**config.mk**
```make
export PLATFORM = sky130hd
export DESIGN_NAME = video_timing_gen_flat
export DESIGN_NICKNAME = d
export VERILOG_FILES = /design/src/rtl/video_timing_gen_if.sv /design/src/rtl/video_timing_gen.sv /design/src/flat_wrapper.sv
export SDC_FILE = /design/constraint.sdc
export NUM_CORES = 1
export LEC_CHECK = 0
export CAP_MARGIN = 20
export CELL_PAD_IN_SITES_DETAIL_PLACEMENT = 0
export CELL_PAD_IN_SITES_GLOBAL_PLACEMENT = 1
export CORE_MARGIN = 5
export CORE_UTILIZATION = 41
export DETAILED_ROUTE_END_ITERATION = 10
export HOLD_SLACK_MARGIN = 0.06
export PLACE_DENSITY = 0.88
export SETUP_SLACK_MARGIN = 0.15
export SKIP_LAST_GASP = 1
export SLEW_MARGIN = 20
export SYNTH_ARGS = -nofsm -noshare
export SYNTH_HDL_FRONTEND = slang
export SYNTH_SLANG_ARGS = --single-unit
```
**constraint.sdc**
```tcl
create_clock -name vid_clk -period 3.5 [get_ports vid_clk]
set_input_delay 0.7 -clock vid_clk [delete_from_list [all_inputs] [get_ports vid_clk]]
set_output_delay 0.7 -clock vid_clk [all_outputs]
set_load 0.03 [all_outputs]
```
**src/rtl/video_timing_gen_if.sv**
```systemverilog
`default_nettype none
// +----------------------------------------------------------------------+
// | video_timing_gen_if : raster timing bus (run control, RAM read side, |
// |                       delayed video syncs and frame pulses)          |
// | Revision 1.0                                                         |
// +----------------------------------------------------------------------+
interface video_timing_gen_if #(
    parameter int AW = 19
);
    logic          vid_clk_en;
    logic          en;
    logic          run;
    logic          rd_en;
    logic [AW-1:0] rd_adr;
    logic [10:0]   h_cnt;
    logic [9:0]    v_cnt;
    logic          vid_hsync;
    logic          vid_vsync;
    logic          vid_active;
    logic          sof;
    logic          eof;

    modport master (
        input  vid_clk_en, en,
        output run, rd_en, rd_adr, h_cnt, v_cnt,
        output vid_hsync, vid_vsync, vid_active, sof, eof
    );

    modport slave (
        output vid_clk_en, en,
        input  run, rd_en, rd_adr, h_cnt, v_cnt,
        input  vid_hsync, vid_vsync, vid_active, sof, eof
    );
endinterface
`default_nettype wire

```
**src/rtl/video_timing_gen.sv**
```systemverilog
`default_nettype none
// +----------------------------------------------------------------------+
// | video_timing_gen : VGA raster timing, index-RAM read addressing and  |
// |                    DLY-aligned hsync/vsync/active outputs            |
// | Revision 1.0                                                         |
// +----------------------------------------------------------------------+
module video_timing_gen #(
    parameter int H_ACT  = 640,
    parameter int H_FP   = 16,
    parameter int H_SYNC = 96,
    parameter int H_BP   = 48,
    parameter int V_ACT  = 480,
    parameter int V_FP   = 10,
    parameter int V_SYNC = 2,
    parameter int V_BP   = 33,
    parameter bit HS_POL = 1'b0,
    parameter bit VS_POL = 1'b0,
    parameter int AW     = 19,
    parameter int DLY    = 2
) (
    input wire                vid_clk,
    input wire                vid_rst,
    video_timing_gen_if.master bus
);

    localparam int            c_H_TOT    = H_ACT + H_FP + H_SYNC + H_BP;
    localparam int            c_V_TOT    = V_ACT + V_FP + V_SYNC + V_BP;
    localparam logic [10:0]   c_H_LAST   = 11'(c_H_TOT - 1);
    localparam logic [9:0]    c_V_LAST   = 10'(c_V_TOT - 1);
    localparam logic [10:0]   c_H_ACT    = 11'(H_ACT);
    localparam logic [9:0]    c_V_ACT    = 10'(V_ACT);
    localparam logic [10:0]   c_HS_BEG   = 11'(H_ACT + H_FP);
    localparam logic [10:0]   c_HS_END   = 11'(H_ACT + H_FP + H_SYNC);
    localparam logic [9:0]    c_VS_BEG   = 10'(V_ACT + V_FP);
    localparam logic [9:0]    c_VS_END   = 10'(V_ACT + V_FP + V_SYNC);
    localparam logic [AW-1:0] c_ADR_LAST = AW'(H_ACT * V_ACT - 1);

    typedef enum logic [0:0] {
        ST_IDLE = 1'b0,
        ST_SCAN = 1'b1
    } state_t;

    state_t        r_state;
    state_t        w_nxt_state;
    logic [10:0]   r_h;
    logic [9:0]    r_v;
    logic [10:0]   w_nxt_h;
    logic [9:0]    w_nxt_v;
    logic          w_nxt_scan;
    logic          w_nxt_act;
    logic          w_nxt_hs;
    logic          w_nxt_vs;
    logic          w_nxt_sof;
    logic          w_nxt_eof;

    logic          r_run;
    logic          r_rd_en;
    logic [AW-1:0] r_rd_adr;
    logic          r_sof;
    logic          r_eof;
    logic          r_hs_lvl;
    logic          r_vs_lvl;

    // en is only consulted when idle or on the final pixel of a frame
    always_comb begin
        w_nxt_state = r_state;
        w_nxt_h     = r_h;
        w_nxt_v     = r_v;
        case (r_state)
            ST_IDLE: begin
                w_nxt_h = '0;
                w_nxt_v = '0;
                if (bus.en) begin
                    w_nxt_state = ST_SCAN;
                end
            end
            ST_SCAN: begin
                if (r_h == c_H_LAST) begin
                    w_nxt_h = '0;
                    if (r_v == c_V_LAST) begin
                        w_nxt_v = '0;
                        if (!bus.en) begin
                            w_nxt_state = ST_IDLE;
                        end
                    end else begin
                        w_nxt_v = r_v + 10'd1;
                    end
                end else begin
                    w_nxt_h = r_h + 11'd1;
                end
            end
            default: begin
                w_nxt_state = ST_IDLE;
                w_nxt_h     = '0;
                w_nxt_v     = '0;
            end
        endcase

        w_nxt_scan = (w_nxt_state == ST_SCAN);
        w_nxt_act  = w_nxt_scan && (w_nxt_h < c_H_ACT) && (w_nxt_v < c_V_ACT);
        w_nxt_hs   = w_nxt_scan && (w_nxt_h >= c_HS_BEG) && (w_nxt_h < c_HS_END);
        w_nxt_vs   = w_nxt_scan && (w_nxt_v >= c_VS_BEG) && (w_nxt_v < c_VS_END);
        w_nxt_sof  = w_nxt_scan && (w_nxt_h == 11'd0) && (w_nxt_v == 10'd0);
        w_nxt_eof  = w_nxt_scan && (w_nxt_h == c_H_LAST) && (w_nxt_v == c_V_LAST);
    end

    always_ff @(posedge vid_clk or posedge vid_rst) begin
        if (vid_rst) begin
            r_state  <= ST_IDLE;
            r_h      <= '0;
            r_v      <= '0;
            r_run    <= 1'b0;
            r_rd_en  <= 1'b0;
            r_rd_adr <= '0;
            r_sof    <= 1'b0;
            r_eof    <= 1'b0;
            r_hs_lvl <= !HS_POL;
            r_vs_lvl <= !VS_POL;
        end else if (bus.vid_clk_en) begin
            r_state  <= w_nxt_state;
            r_h      <= w_nxt_h;
            r_v      <= w_nxt_v;
            r_run    <= w_nxt_scan;
            r_rd_en  <= w_nxt_act;
            r_sof    <= w_nxt_sof;
            r_eof    <= w_nxt_eof;
            r_hs_lvl <= w_nxt_hs ? HS_POL : !HS_POL;
            r_vs_lvl <= w_nxt_vs ? VS_POL : !VS_POL;
            // Address parks on the last pixel of the frame until the next sof
            if (w_nxt_sof) begin
                r_rd_adr <= '0;
            end else if (r_rd_en && (r_rd_adr != c_ADR_LAST)) begin
                r_rd_adr <= r_rd_adr + AW'(1);
            end
        end
    end

    if (DLY == 0) begin : g_dly_none
        assign bus.vid_active = r_rd_en;
        assign bus.vid_hsync  = r_hs_lvl;
        assign bus.vid_vsync  = r_vs_lvl;
    end else begin : g_dly_line
        // Stage bits: [2] vsync level, [1] hsync level, [0] active
        logic [2:0] r_dly [DLY];

        always_ff @(posedge vid_clk or posedge vid_rst) begin
            if (vid_rst) begin
                for (int i = 0; i < DLY; i++) begin
                    r_dly[i] <= {!VS_POL, !HS_POL, 1'b0};
                end
            end else if (bus.vid_clk_en) begin
                r_dly[0] <= {r_vs_lvl, r_hs_lvl, r_rd_en};
                for (int i = 1; i < DLY; i++) begin
                    r_dly[i] <= r_dly[i-1];
                end
            end
        end

        assign bus.vid_active = r_dly[DLY-1][0];
        assign bus.vid_hsync  = r_dly[DLY-1][1];
        assign bus.vid_vsync  = r_dly[DLY-1][2];
    end

    assign bus.run    = r_run;
    assign bus.rd_en  = r_rd_en;
    assign bus.rd_adr = r_rd_adr;
    assign bus.h_cnt  = r_h;
    assign bus.v_cnt  = r_v;
    assign bus.sof    = r_sof;
    assign bus.eof    = r_eof;

endmodule
`default_nettype wire
```
**src/flat_wrapper.sv**
```systemverilog
// flat-port wrapper written by rule: the top's interface ports become plain ports
module video_timing_gen_flat 
#(
    parameter int H_ACT  = 640,
    parameter int H_FP   = 16,
    parameter int H_SYNC = 96,
    parameter int H_BP   = 48,
    parameter int V_ACT  = 480,
    parameter int V_FP   = 10,
    parameter int V_SYNC = 2,
    parameter int V_BP   = 33,
    parameter bit HS_POL = 1'b0,
    parameter bit VS_POL = 1'b0,
    parameter int AW     = 19,
    parameter int DLY    = 2
)
  (vid_clk, vid_rst, bus_vid_clk_en, bus_en, bus_run, bus_rd_en, bus_rd_adr, bus_h_cnt, bus_v_cnt, bus_vid_hsync, bus_vid_vsync, bus_vid_active, bus_sof, bus_eof);
  video_timing_gen_if #(.AW(AW)) bus_i ();
  input wire vid_clk;
  input wire vid_rst;
  input wire logic [$bits(bus_i.vid_clk_en)-1:0] bus_vid_clk_en;
  input wire logic [$bits(bus_i.en)-1:0] bus_en;
  output wire logic [$bits(bus_i.run)-1:0] bus_run;
  output wire logic [$bits(bus_i.rd_en)-1:0] bus_rd_en;
  output wire logic [$bits(bus_i.rd_adr)-1:0] bus_rd_adr;
  output wire logic [$bits(bus_i.h_cnt)-1:0] bus_h_cnt;
  output wire logic [$bits(bus_i.v_cnt)-1:0] bus_v_cnt;
  output wire logic [$bits(bus_i.vid_hsync)-1:0] bus_vid_hsync;
  output wire logic [$bits(bus_i.vid_vsync)-1:0] bus_vid_vsync;
  output wire logic [$bits(bus_i.vid_active)-1:0] bus_vid_active;
  output wire logic [$bits(bus_i.sof)-1:0] bus_sof;
  output wire logic [$bits(bus_i.eof)-1:0] bus_eof;
  assign bus_i.vid_clk_en = bus_vid_clk_en;
  assign bus_i.en = bus_en;
  assign bus_run = bus_i.run;
  assign bus_rd_en = bus_i.rd_en;
  assign bus_rd_adr = bus_i.rd_adr;
  assign bus_h_cnt = bus_i.h_cnt;
  assign bus_v_cnt = bus_i.v_cnt;
  assign bus_vid_hsync = bus_i.vid_hsync;
  assign bus_vid_vsync = bus_i.vid_vsync;
  assign bus_vid_active = bus_i.vid_active;
  assign bus_sof = bus_i.sof;
  assign bus_eof = bus_i.eof;
  video_timing_gen #(.H_ACT(H_ACT), .H_FP(H_FP), .H_SYNC(H_SYNC), .H_BP(H_BP), .V_ACT(V_ACT), .V_FP(V_FP), .V_SYNC(V_SYNC), .V_BP(V_BP), .HS_POL(HS_POL), .VS_POL(VS_POL), .AW(AW), .DLY(DLY)) u_core (.vid_clk(vid_clk), .vid_rst(vid_rst), .bus(bus_i));
endmodule
```
After elaboration in Yosys (flattened, before gate mapping)
Index checks and enable logic that the tools add are counted.

Flip-flop bits (word level): 52. Output and inout port bits: 47. Word-level logic and storage cells: 54.

$add $sub $neg: 3. Magnitude comparators: 6. Equality and inequality tests: 5. Muxes and demuxes: 13. Bitwise operators: 1. Reductions and logical operators: 15.

Operators by type and width (count): two-way mux 19 bit (2); == test 11 x 10 -> 1 bit, second input constant (2); less-than comparator 11 x 10 -> 1 bit, second input constant (2); one-hot mux 11 bit (2 select lines) (1); == test 10 bit, second input constant (2); less-than comparator 10 x 9 -> 1 bit, second input constant (2); two-way mux 10 bit (2); one-hot mux 10 bit (2 select lines) (1); adder 19 x 1 -> 19 bit, second input constant (1); inequality test 19 bit, second input constant (1); adder 11 x 1 -> 11 bit, second input constant (1); >= comparator 11 x 10 -> 1 bit, second input constant (1); logical AND 1 bit (11); zero test 11 bit (1); two-way mux 11 bit (1); adder 10 x 1 -> 10 bit, second input constant (1); >= comparator 10 x 9 -> 1 bit, second input constant (1); zero test 10 bit (1); two-way mux 1 bit (5); one-hot mux 1 bit (2 select lines) (1); AND reduction 2 bit (1); nonzero test 2 bit (1); inverter 1 bit (1).

Longest topological paths before layout
Gate-level depths: netlist of the first run.

Word-level depth: 8. Mapped depth: 11. Depth with buffers taken out: 9.

Worst setup path before layout of the first run
Ideal clock, no wire load.

Kind: register to register. Start point: reg u_core.r_h[5] (netlist: u_core.bus.h_cnt[5]). End point: reg u_core.r_rd_adr[0] (netlist: u_core.bus.rd_adr[0]). Library setup time: 138 ps. Arrival: 2795 ps. Required time: 3362 ps. Setup slack: 567 ps. Cell stages (with the launch flop): 12. Path buffers: 4. Cell sequence: dfrtp_1 buf_6 or4_1 buf_2 or3_1 buf_2 o31ai_2 a31oi_1 or3_4 nor3_4 buf_6 o22ai_1.

Word-level cells in the longest chain between the ends: 8.

Ends and longest elaborated chain: start: declaration (line video_timing_gen.sv:45) `logic [10:0] r_h;`; start signal: assignment (line video_timing_gen.sv:121) `r_h <= w_nxt_h;`; adder 11 x 1 -> 11 bit / == test 11 x 10 -> 1 bit (equally long branches) (line video_timing_gen.sv:89, video_timing_gen.sv:78); two-way mux 11 bit (line video_timing_gen.sv:78) `if (r_h == c_H_LAST) begin`; one-hot mux 11 bit (2 select lines) (line video_timing_gen.sv:69) `case (r_state)`; zero test 11 bit (line video_timing_gen.sv:103) `w_nxt_sof = w_nxt_scan && (w_nxt_h == 11'd0) && (w_nxt_v == 10'd0);`; logical AND 1 bit (line video_timing_gen.sv:103); logical AND 1 bit (*) (line video_timing_gen.sv:103); nonzero test 2 bit (no source line); AND reduction 2 bit (no source line); end signal: assignment (line video_timing_gen.sv:133) `r_rd_adr <= r_rd_adr + AW'(1);`; end: declaration (line video_timing_gen.sv:58) `logic [AW-1:0] r_rd_adr;`.

Every way passes the cells marked *; elsewhere a longest branch is shown, timed or not. A chain may end at the register's enable or synchronous reset.

Worst setup path after layout of the first run
Ends and elaborated chain as after synthesis.

==> results of run 1 <==
==> layout by cell type, fill, tap and decap left out, types with 4 or more instances in the layout <==
cell | Yosys | layout
nor3_1 | 7 | 6
o41ai_1 | 4 | 4
ha_1 | 4 | 4
xnor2_1 | 13 | 13
mux2_2 | 11 | 11
a21oi_1 | 11 | 11
o2bb2ai_1 | 5 | 5
clkbuf_8 | 0 | 6
clkdlybuf4s50_1 | 0 | 50
and3_1 | 8 | 8
nand3_1 | 17 | 17
dfrtp_1 | 46 | 46
nand4_1 | 10 | 10
a21o_1 | 4 | 4
o21ai_0 | 18 | 18
xor2_1 | 12 | 12
or4_1 | 5 | 5
a31oi_1 | 6 | 6
nand2_1 | 33 | 33
nor2_1 | 35 | 35
inv_1 | 14 | 13
o31ai_1 | 7 | 7
dfstp_2 | 6 | 6
buf_4 | 1 | 7
nor4_1 | 5 | 5
==> kinds of logic (layout without fill, tap and decap cells) <==
kind of cell,count (synthesis),after routing,synth area share [%]
and+or+nand+nor,140,140,24.1
AOI/OAI and AO/OA,69,69,15.0
DFF,52,52,42.6
buffers and inverters,34,80,4.85
xor gates and xnor gates,25,25,7.13
muxes,13,13,4.69
adders and majority gates,4,4,1.63
==> routing by layer <==
layer | vias to the layer above | wire (µm) | part of all wire [%]
met5 | - | 0 | 0
met1 | 1332 | 3440 | 45
li1 | 1306 | - | -
met4 | 0 | 129 | 1.7
met2 | 80 | 3640 | 47
met3 | 12 | 507 | 6.6
==> per-stage QoR <==
stage          setup slack [ps]  hold slack (ps)  instances  utilization (%)  instance area (µm²)
2_1_floorplan               567              465        337                -                 3070
3_3_place_gp                237              481        472             50.2                 3640
3_5_place_dp                284              478        472             50.2                 3640
4_1_cts                     278              491        480             51.8                 3760
5_1_grt                     205              507        482             52.1                 3780
6_report                    389              490        482             52.1                 3780
==> worst max-delay path, delay by kind of cell (launching register included) <==
kind / cells / cell delay (ps)
compound gates: 3 / 470
flops: 1 / 490
buf+inv: 1 / 260
simple gates: 4 / 1780
==> Yosys cell counts, drive strengths merged (10+ instances only) <==
| library cell | instances | area [µm²] |
|---|---|---|
| dfrtp | 46 | 1150 |
| o21ai | 18 | 90.1 |
| clkbuf | 14 | 52.6 |
| xnor2 | 13 | 114 |
| nor2 | 35 | 131 |
| inv | 14 | 52.6 |
| xor2 | 12 | 105 |
| nand2 | 33 | 124 |
| nand3 | 17 | 85.1 |
| nand4 | 10 | 62.6 |
| mux2 | 11 | 124 |
| a21oi | 11 | 55.1 |
==> state kept, by name, summed over array words and instances (netlist names) <==
name,count
u_core.bus.v_cnt,10
u_core.bus.h_cnt,11
u_core.bus.run,1
u_core.bus.sof,1
u_core.bus.rd_en,1
u_core.bus.eof,1
u_core.bus.vid_vsync,1
u_core.bus.vid_active,1
u_core.bus.rd_adr,19
u_core.r_vs_lvl,1
u_core.g_dly_line.r_dly,3
u_core.bus.vid_hsync,1
u_core.r_hs_lvl,1
==> worst max path at each step <==
stage	from	end
floorplan	u_core.bus.h_cnt[5]$_DFFE_PP0P_	u_core.bus.rd_adr[0]$_DFFE_PP0P_
global placement	u_core.bus.h_cnt[1]$_DFFE_PP0P_	u_core.bus.rd_adr[1]$_DFFE_PP0P_
detailed placement	u_core.bus.h_cnt[1]$_DFFE_PP0P_	u_core.bus.rd_adr[0]$_DFFE_PP0P_
CTS	u_core.bus.h_cnt[1]$_DFFE_PP0P_	u_core.bus.rd_adr[0]$_DFFE_PP0P_
global route	u_core.bus.h_cnt[5]$_DFFE_PP0P_	u_core.bus.rd_adr[0]$_DFFE_PP0P_
finish	u_core.bus.h_cnt[5]$_DFFE_PP0P_	u_core.bus.rd_adr[0]$_DFFE_PP0P_
==> repair_timing <==
| action | CTS | global route |
|---|---|---|
| setup endpoints to repair | 0 | 20 |
| buffers inserted | 0 | 2 |
| resized for setup | 0 | 1 |
==> power groups by stage <==
stage | Sequential [mW] | Combinational, mW | Clock, mW
2_1_floorplan | 0.751 | 0.167 | 0
3_3_place_gp | 0.702 | 0.332 | 0
3_5_place_dp | 0.702 | 0.334 | 0
4_1_cts | 0.691 | 0.335 | 0.449
5_1_grt | 0.701 | 0.361 | 0.478
6_report | 0.692 | 0.333 | 0.440
==> layout make-up <==
class / count / area share (%)
multi-input combinational: 251 / 42.8
sequential: 52 / 34.6
timing repair buffer: 57 / 14.6
tap: 99 / 3.28
clock buffer: 6 / 2.18
inverter: 15 / 1.52
clock inverter: 2 / 1.03
==> run summary, run 1 <==
crit-path max FO -> 20
hpwl dp -> 5560 µm
Pwr Total -> 1.46 mW
fmax -> 321 MHz
internal power -> 1.00 mW
routed len/inst -> 16.0 µm
chip width -> 96.5 µm
cts hold-fix bufs -> 0
# rows -> 31
Worst-path clk slew -> 100 ps
hold path cells -> 2
final net count -> 390
DR vias -> 2,730
post-layout min period -> 3110 ps
antenna violations before repair -> 0
critical path capture point type -> flip-flop
Vias/cell -> 5.66
critical path type -> flip-flop to flip-flop
total of flip-flops plus latches after synthesis -> 52
Port Buffers -> 50
Worst Setup Start Kind -> flip-flop
area of the multi-input gates -> 1620 µm²
Reg2Reg Setup Slack -> 390 ps
total negative slack -> 0 ps
Power Density -> 387 nW/µm²
CP max stage cell -> or4_1
CTS sink cnt -> 52
max incr delay on CP -> 710 ps
average cell area after synthesis -> 9.11 µm²
total track usage -> 17.6%
worst reg2reg path depth -> 8
Routed Antenna Nets -> 0
met3 Usage GRT -> 3.56%
syn_nets -> 345
Distinct cells, synth -> 53
net switching power -> 462 µW
Post-Synthesis Cell Area -> 3070 µm²
first-pass GRT wire length -> 12,900 µm
I/O pins -> 51
HP Class -> flip-flop to flip-flop
grt total ovfl -> 0
# diodes -> 0
Hold Vio Cnt, Final -> 0
combinational share of power -> 22.7%
fillcell total -> 685
die area -> 9320 µm²
CTS root buf -> clkbuf_8
crit path cell chain -> or4_1 > or3_1 > o31ai_2 > a31oi_1 > or3_4 > nor3_4 > buf_4 > o22ai_1
# DRC -> 0
vias in the first global route -> 2,598
r2r startpoint -> u_core.bus.h_cnt[5]$_DFFE_PP0P_
Tcrit/Tclk final -> 88.9%
Leakage Power -> 1.50 nW
Post-synth top flop -> dfrtp_1
sw frac -> 31.6%
Synth async-reset ratio -> 100%
Worst Path Required -> 3700 ps
Starting DRT DRC Count -> 98
Clk pwr share -> 30.0%
GPL Wtd Cong -> 0.888
Synth warnings -> 0
Post-synth EDFFs -> 0
final count of pins violating max slew -> 0
largest net degree at the start of global routing -> 53
Finish-stage setup viols -> 0
area grow syn2layout -> 23.2%
CTS max path bufs -> 2
Hold Startpoint -> u_core.r_hs_lvl$_DFFE_PP1P_
Worst Hold End -> u_core.r_hs_lvl$_DFFE_PP1P_
sequential group share of total power -> 47.2%
post-synthesis sequential area ratio -> 42.6%
measured slew at the worst slew-check pin -> 903 ps
RR Endpoint -> u_core.bus.rd_adr[0]$_DFFE_PP0P_
GR Util met2 -> 28.4%
Max Cap Viol -> 0
unrepaired setup endpoints after global routing -> false
status -> finished, final reports clean
final wirelength -> 7710 µm
fraction of layout cells with a size suffix above 1 -> 11.2%
Worst slew margin -> 39.7%
Seq. cell area -> 1310 µm²
Pre-Repair DR Iteration Count -> 4
Die Y -> 96.5 µm
clock skew -> 12.7 ps
total CTS buffers -> 5
GR peak layer -> met2
GR Layer Usage met1 -> 23.8%
initial core utilization -> 42.3%
Clock Latency Late Sink -> 310 ps
CP arrival -> 3310 ps
core box area -> 7250 µm²
CTS tree -> built
htree depth -> 2
maximum vdd drop -> 0.187 mV
Mapped Cells -> 337
Power figures use the tool's default switching activity.
==> run 2, diff against run 1 <==
PLACE_DENSITY = 0.9   (was 0.88)
==> run summary, run 2 (same netlist as run 1, synthesis figures left out) <==
status -> finished, final reports clean
total track usage -> 18.2% (+0.58 points)
CTS max path bufs -> 2 (unchanged)
Die Y -> 96.5 µm (unchanged)
largest net degree at the start of global routing -> 53 (unchanged)
crit-path max FO -> 20 (unchanged)
Clock Latency Late Sink -> 300 ps (about the same)
worst reg2reg path depth -> 8 (unchanged)
combinational share of power -> 22.7% (about the same)
chip width -> 96.5 µm (unchanged)
# rows -> 31 (unchanged)
fmax -> 321 MHz (-0.22%)
fillcell total -> 716 (+4.5%)
final count of pins violating max slew -> 0 (unchanged)
DR vias -> 2,709 (-0.77%)
cts hold-fix bufs -> 0 (unchanged)
post-route setup slack -> 383 ps (-6.79 ps)
routed len/inst -> 16.4 µm (+2.4%)
core box area -> 7250 µm² (unchanged)
fraction of layout cells with a size suffix above 1 -> 11.7% (+0.46 points)
commonest non-fill, non-tap cells in the layout -> clkdlybuf4s50_1, dfrtp_1, nor2_1
CP arrival -> 3300 ps (about the same)
hold path cells -> 2 (unchanged)
Starting DRT DRC Count -> 113 (+15%)
initial core utilization -> 42.3% (unchanged)
Worst Path Required -> 3680 ps (-20 ps)
CTS sink cnt -> 52 (unchanged)
Pre-Repair DR Iteration Count -> 4 (unchanged)
Critical Path Source -> u_core.bus.h_cnt[5]$_DFFE_PP0P_
post-layout min period -> 3120 ps (+6.79 ps)
clock skew -> 4.48 ps (-8.26 ps)
Worst-path clk slew -> 100 ps (about the same)
total CTS buffers -> 5 (unchanged)
r2r startpoint -> u_core.bus.h_cnt[5]$_DFFE_PP0P_
Port Buffers -> 50 (unchanged)
Reg2Reg Setup Slack -> 380 ps (about the same)
sequential group share of total power -> 47.2% (about the same)
final wirelength -> 7930 µm (+2.8%)
Hold Vio Cnt, Final -> 0 (unchanged)
Finish-stage setup viols -> 0 (unchanged)
Routed Antenna Nets -> 0 (unchanged)
first-pass GRT wire length -> 13,500 µm (+4.8%)
net switching power -> 462 µW (-0.15%)
Worst Setup Start Kind -> flip-flop
# diodes -> 0 (unchanged)
CTS root buf -> clkbuf_8
Worst slew margin -> 41.5% (+1.8 points)
HP Class -> flip-flop to flip-flop
Tcrit/Tclk final -> 89.1% (+0.19 points)
CTS tree -> built
RR Endpoint -> u_core.bus.rd_adr[1]$_DFFE_PP0P_
grt total ovfl -> 0 (unchanged)
maximum vdd drop -> 0.230 mV (+23%)
Power Density -> 386 nW/µm² (-0.44%)
measured slew at the worst slew-check pin -> 876 ps (-27.1 ps)
CP endpoint -> u_core.bus.rd_adr[1]$_DFFE_PP0P_
critical path type -> flip-flop to flip-flop
final net count -> 392 (+0.51%)
critical path capture point type -> flip-flop
pre-CTS setup slack -> 309 ps (+25.6 ps)
GPL Wtd Cong -> 0.909 (+2.4%)
hpwl dp -> 5720 µm (+2.8%)
I/O pins -> 51 (unchanged)
Leakage Power -> 1.50 nW (+0.55%)
antenna violations before repair -> 0 (unchanged)
vias in the first global route -> 2,780 (+7.0%)
internal power -> 1.00 mW (about the same)
Clk pwr share -> 30.1% (about the same)
Vias/cell -> 5.60 (-1.2%)
Max Cap Viol -> 0 (unchanged)
die area -> 9320 µm² (unchanged)
htree depth -> 2 (unchanged)
total negative slack -> 0 ps (unchanged)
most common cell after layout, fill and taps aside -> clkdlybuf4s50_1
# DRC -> 0 (unchanged)
Pwr Total -> 1.46 mW (about the same)
unrepaired setup endpoints after global routing -> false
area grow syn2layout -> 23.7%
max FFs per register -> 19 (unchanged)
sw frac -> 31.5% (-0.033 points)
==> run 2: cell count changes in the layout (fill, tap and decap cells not counted) <==
cell   previous run  this run
buf_4             7         9
==> run 2: power by group through the flow <==
stage / Clock [mW] / Sequential, mW / Combinational, mW
4_1_cts: 0.455 / 0.691 / 0.336
2_1_floorplan: 0 / 0.751 / 0.167
5_1_grt: 0.476 / 0.700 / 0.367
6_report: 0.440 / 0.691 / 0.332
3_3_place_gp: 0 / 0.701 / 0.331
3_5_place_dp: 0 / 0.703 / 0.335
==> run 2: worst max-delay path, stage by stage, from the launching register on <==
cell	delay, ps
dfrtp_1	490
or4_1	720
nor4_4	560
xnor2_1	200
a31oi_1	110
or3_4	400
nor3_4	150
buf_4	250
o22ai_1	110
==> run 2: worst min-delay path by stage <==
stage | startpoint | to | slack [ps]
after floorplan | u_core.r_hs_lvl$_DFFE_PP1P_ | u_core.r_hs_lvl$_DFFE_PP1P_ | 460
after global placement | u_core.r_hs_lvl$_DFFE_PP1P_ | u_core.r_hs_lvl$_DFFE_PP1P_ | 480
after detailed placement | u_core.r_hs_lvl$_DFFE_PP1P_ | u_core.r_hs_lvl$_DFFE_PP1P_ | 480
after CTS | u_core.r_hs_lvl$_DFFE_PP1P_ | u_core.r_hs_lvl$_DFFE_PP1P_ | 490
after global routing | u_core.r_hs_lvl$_DFFE_PP1P_ | u_core.r_hs_lvl$_DFFE_PP1P_ | 520
final | u_core.r_hs_lvl$_DFFE_PP1P_ | u_core.r_hs_lvl$_DFFE_PP1P_ | 490
==> run 2: cell type report <==
class	instances	area (µm²)	share of cell area, %
multi-input combinational	251	1620	42.6
timing repair buffer	59	568	15.0
sequential	52	1310	34.5
tap	99	124	3.26
clock buffer	6	82.6	2.18
clock inverter	2	38.8	1.02
inverter	15	57.6	1.52
==> run 2: metal layers <==
layer  share of wire (%)  up-vias  track usage (%)
met5                   0        -                0
met2                  48       83             30.4
met3                 5.9        9             3.64
li1                    -     1305                -
met4                 1.1        0             4.91
met1                  45     1312             24.1
==> run 2: timing repair <==
item,CTS,global route
gates resized for setup,0,1
buffers inserted,0,4
setup endpoints to repair,0,20
==> run 2: stage by stage <==
| step | util, % | cell area [µm²] | instances | hold WS, ps |
|---|---|---|---|---|
| finish | 52.3 | 3800 | 484 | 492 |
| global placement | 50.2 | 3640 | 472 | 483 |
| global route | 52.3 | 3800 | 484 | 518 |
| detailed placement | 50.2 | 3640 | 472 | 478 |
| CTS | 51.8 | 3760 | 480 | 492 |
| floorplan | - | 3070 | 337 | 465 |
==> run 3, diff against run 2 <==
ABC_CLOCK_PERIOD_IN_PS = 2500   (was unset)
CORE_UTILIZATION = 43   (was 41)
DONT_BUFFER_PORTS = 1   (was unset)
PLACE_DENSITY = 0.84   (was 0.9)
clock period = 2.5 ns   (was 3.5 ns; I/O delays follow)
==> run summary, run 3 (same netlist as run 1, synthesis figures left out) <==
internal power -> 1.35 mW (+35%)
combinational share of power -> 28.2% (+5.5 points)
met3 Usage GRT -> 5.18% (+1.5 points)
final net count -> 424 (+8.2%)
Port Buffers -> 0 (-100%)
status -> finished with violations
measured slew at the worst slew-check pin -> 513 ps (-363 ps)
RR Endpoint -> u_core.bus.rd_adr[0]$_DFFE_PP0P_
unrepaired setup endpoints after global routing -> true
Clk pwr share -> 24.7% (-5.4 points)
first-pass GRT wire length -> 13,900 µm (+3.1%)
sequential group share of total power -> 47.1% (about the same)
r2r startpoint -> u_core.bus.h_cnt[10]$_DFFE_PP0P_
Worst slew margin -> 65.8% (+24 points)
critical path type -> flip-flop to flip-flop
chip width -> 94.5 µm (-2.1%)
final count of pins violating max slew -> 0 (unchanged)
Power Density -> 504 nW/µm² (+31%)
vias in the first global route -> 2,823 (+1.5%)
final core utilization -> 59.2% (+6.9 points)
Final Instance Area -> 4070 µm² (+7.2%)
final wirelength -> 8630 µm (+8.8%)
most common cell after layout, fill and taps aside -> buf_4
Leakage Power -> 1.75 nW (+17%)
CTS root buf -> clkbuf_8
critical path capture point type -> flip-flop
worst reg2reg path depth -> 10 (+2)
# rows -> 30 (-3.2%)
CTS max path bufs -> 2 (unchanged)
HP Class -> primary input to flip-flop
Pwr Total -> 2.05 mW (+40%)
Die Y -> 94.5 µm (-2.1%)
fraction of layout cells with a size suffix above 1 -> 37.2% (+25 points)
pre-CTS setup slack -> -250 ps (-559 ps)
commonest non-fill, non-tap cells in the layout -> buf_4, dfrtp_1, nand2_1
Starting DRT DRC Count -> 165 (+46%)
maximum vdd drop -> 0.261 mV (+14%)
clock skew -> 14.4 ps (+9.94 ps)
core box area -> 6870 µm² (-5.3%)
Worst-path clk slew -> 110 ps (about the same)
die area -> 8930 µm² (-4.2%)
CTS sink cnt -> 52 (unchanged)
htree depth -> 2 (unchanged)
Max Cap Viol -> 0 (unchanged)
post-route setup slack -> -233 ps (-616 ps)
violated checks -> negative setup slack
crit-path max FO -> 7 (-65%)
Post-DP Area -> 3750 µm² (+3.0%)
DR vias -> 2,893 (+6.8%)
I/O pins -> 51 (unchanged)
CP arrival -> 2940 ps (-360 ps)
Pre-Repair DR Iteration Count -> 4 (unchanged)
# diodes -> 0 (unchanged)
CP endpoint -> u_core.bus.rd_adr[0]$_DFFE_PP0P_
net switching power -> 701 µW (+52%)
CTS tree -> built
max FFs per register -> 19 (unchanged)
total track usage -> 19.8% (+1.6 points)
total negative slack -> -4220 ps (-4220 ps)
sw frac -> 34.2% (+2.6 points)
Tcrit/Tclk final -> 109% (+20 points)
Reg2Reg Setup Slack -> -230 ps (-620 ps)
grt total ovfl -> 0 (unchanged)
# DRC -> 0 (unchanged)
GR peak layer -> met2
GR Util met2 -> 32.7% (+2.3 points)
post-layout min period -> 2730 ps (-384 ps)
GR Layer Usage met1 -> 25.9% (+1.8 points)
antenna violations before repair -> 0 (unchanged)
Hold Vio Cnt, Final -> 0 (unchanged)
Critical Path Source -> u_core.bus.h_cnt[10]$_DFFE_PP0P_
largest net degree at the start of global routing -> 35 (-34%)
number of placed cells counting well taps -> 496 (+5.1%)
initial core utilization -> 44.7% (+2.4 points)
Worst Path Required -> 2710 ps (-970 ps)
routed len/inst -> 16.8 µm (+2.7%)
Clock Latency Late Sink -> 310 ps (about the same)
total CTS buffers -> 5 (unchanged)
Vias/cell -> 5.64 (+0.76%)
Worst Setup Start Kind -> flip-flop
Fin Hold WS -> 262 ps (-229 ps)
GPL Wtd Cong -> 0.929 (+2.2%)
fmax -> 366 MHz (+14%)
area grow syn2layout -> 32.5%
post-route insts no fill -> 513 (+6.0%)
Routed Antenna Nets -> 0 (unchanged)
hpwl dp -> 6370 µm (+11%)
Finish-stage setup viols -> 21 (+21)
==> run 3: final cells by class <==
cell class              count  area, µm²
fillers                   594       2800
multi-input cells         251       1760
flip-flops and latches     52       1320
repair buffers             91        719
well taps                  96        120
clock buffers               5       68.8
inverters                  15       56.3
clock inverters             3       25.0
==> run 3: critical path, cell delays in order, from the launching register on <==
cell,delay (ps)
dfrtp_1,400
or4_4,600
buf_6,150
nor4_4,250
buf_4,180
nand2_2,40
o211a_1,160
or3_4,410
nor3_4,200
buf_6,170
o22ai_1,80
==> run 3: power groups by stage <==
stage	Sequential, mW	Clock, mW	Combinational [mW]
final	0.965	0.506	0.578
after CTS	0.958	0.519	0.562
after detailed placement	0.974	0	0.515
after global routing	0.973	0.563	0.631
after global placement	0.971	0	0.503
after floorplan	1.05	0	0.239
==> run 3: worst min-delay path by stage <==
stage | startpoint | to | slack (ps) | depth (start not counted)
floorplan | u_core.r_hs_lvl$_DFFE_PP1P_ | u_core.r_hs_lvl$_DFFE_PP1P_ | 460 | 2
global placement | vid_rst | u_core.bus.rd_adr[7]$_DFFE_PP0P_ | 350 | 1
detailed placement | vid_rst | u_core.bus.rd_adr[6]$_DFFE_PP0P_ | 350 | 1
CTS | bus_vid_clk_en | u_core.r_hs_lvl$_DFFE_PP1P_ | 240 | 1
global route | bus_vid_clk_en | u_core.r_vs_lvl$_DFFE_PP1P_ | 240 | 1
finish | bus_vid_clk_en | u_core.r_vs_lvl$_DFFE_PP1P_ | 260 | 1
==> run 3: repair_timing <==
action,in CTS,in global routing
hold endpoints to repair,12,0
pin swaps,5,6
setup buffers,4,3
gates resized for setup,18,17
endpoints found under the setup margin,23,24
cloned,1,0
hold buffers,1,0
==> run 3: layer usage <==
layer  share of wire, %  vias to the layer above
met5                  0                        -
met4                1.2                        0
met3                6.8                       12
met2                 49                       88
met1                 43                     1416
li1                   -                     1377
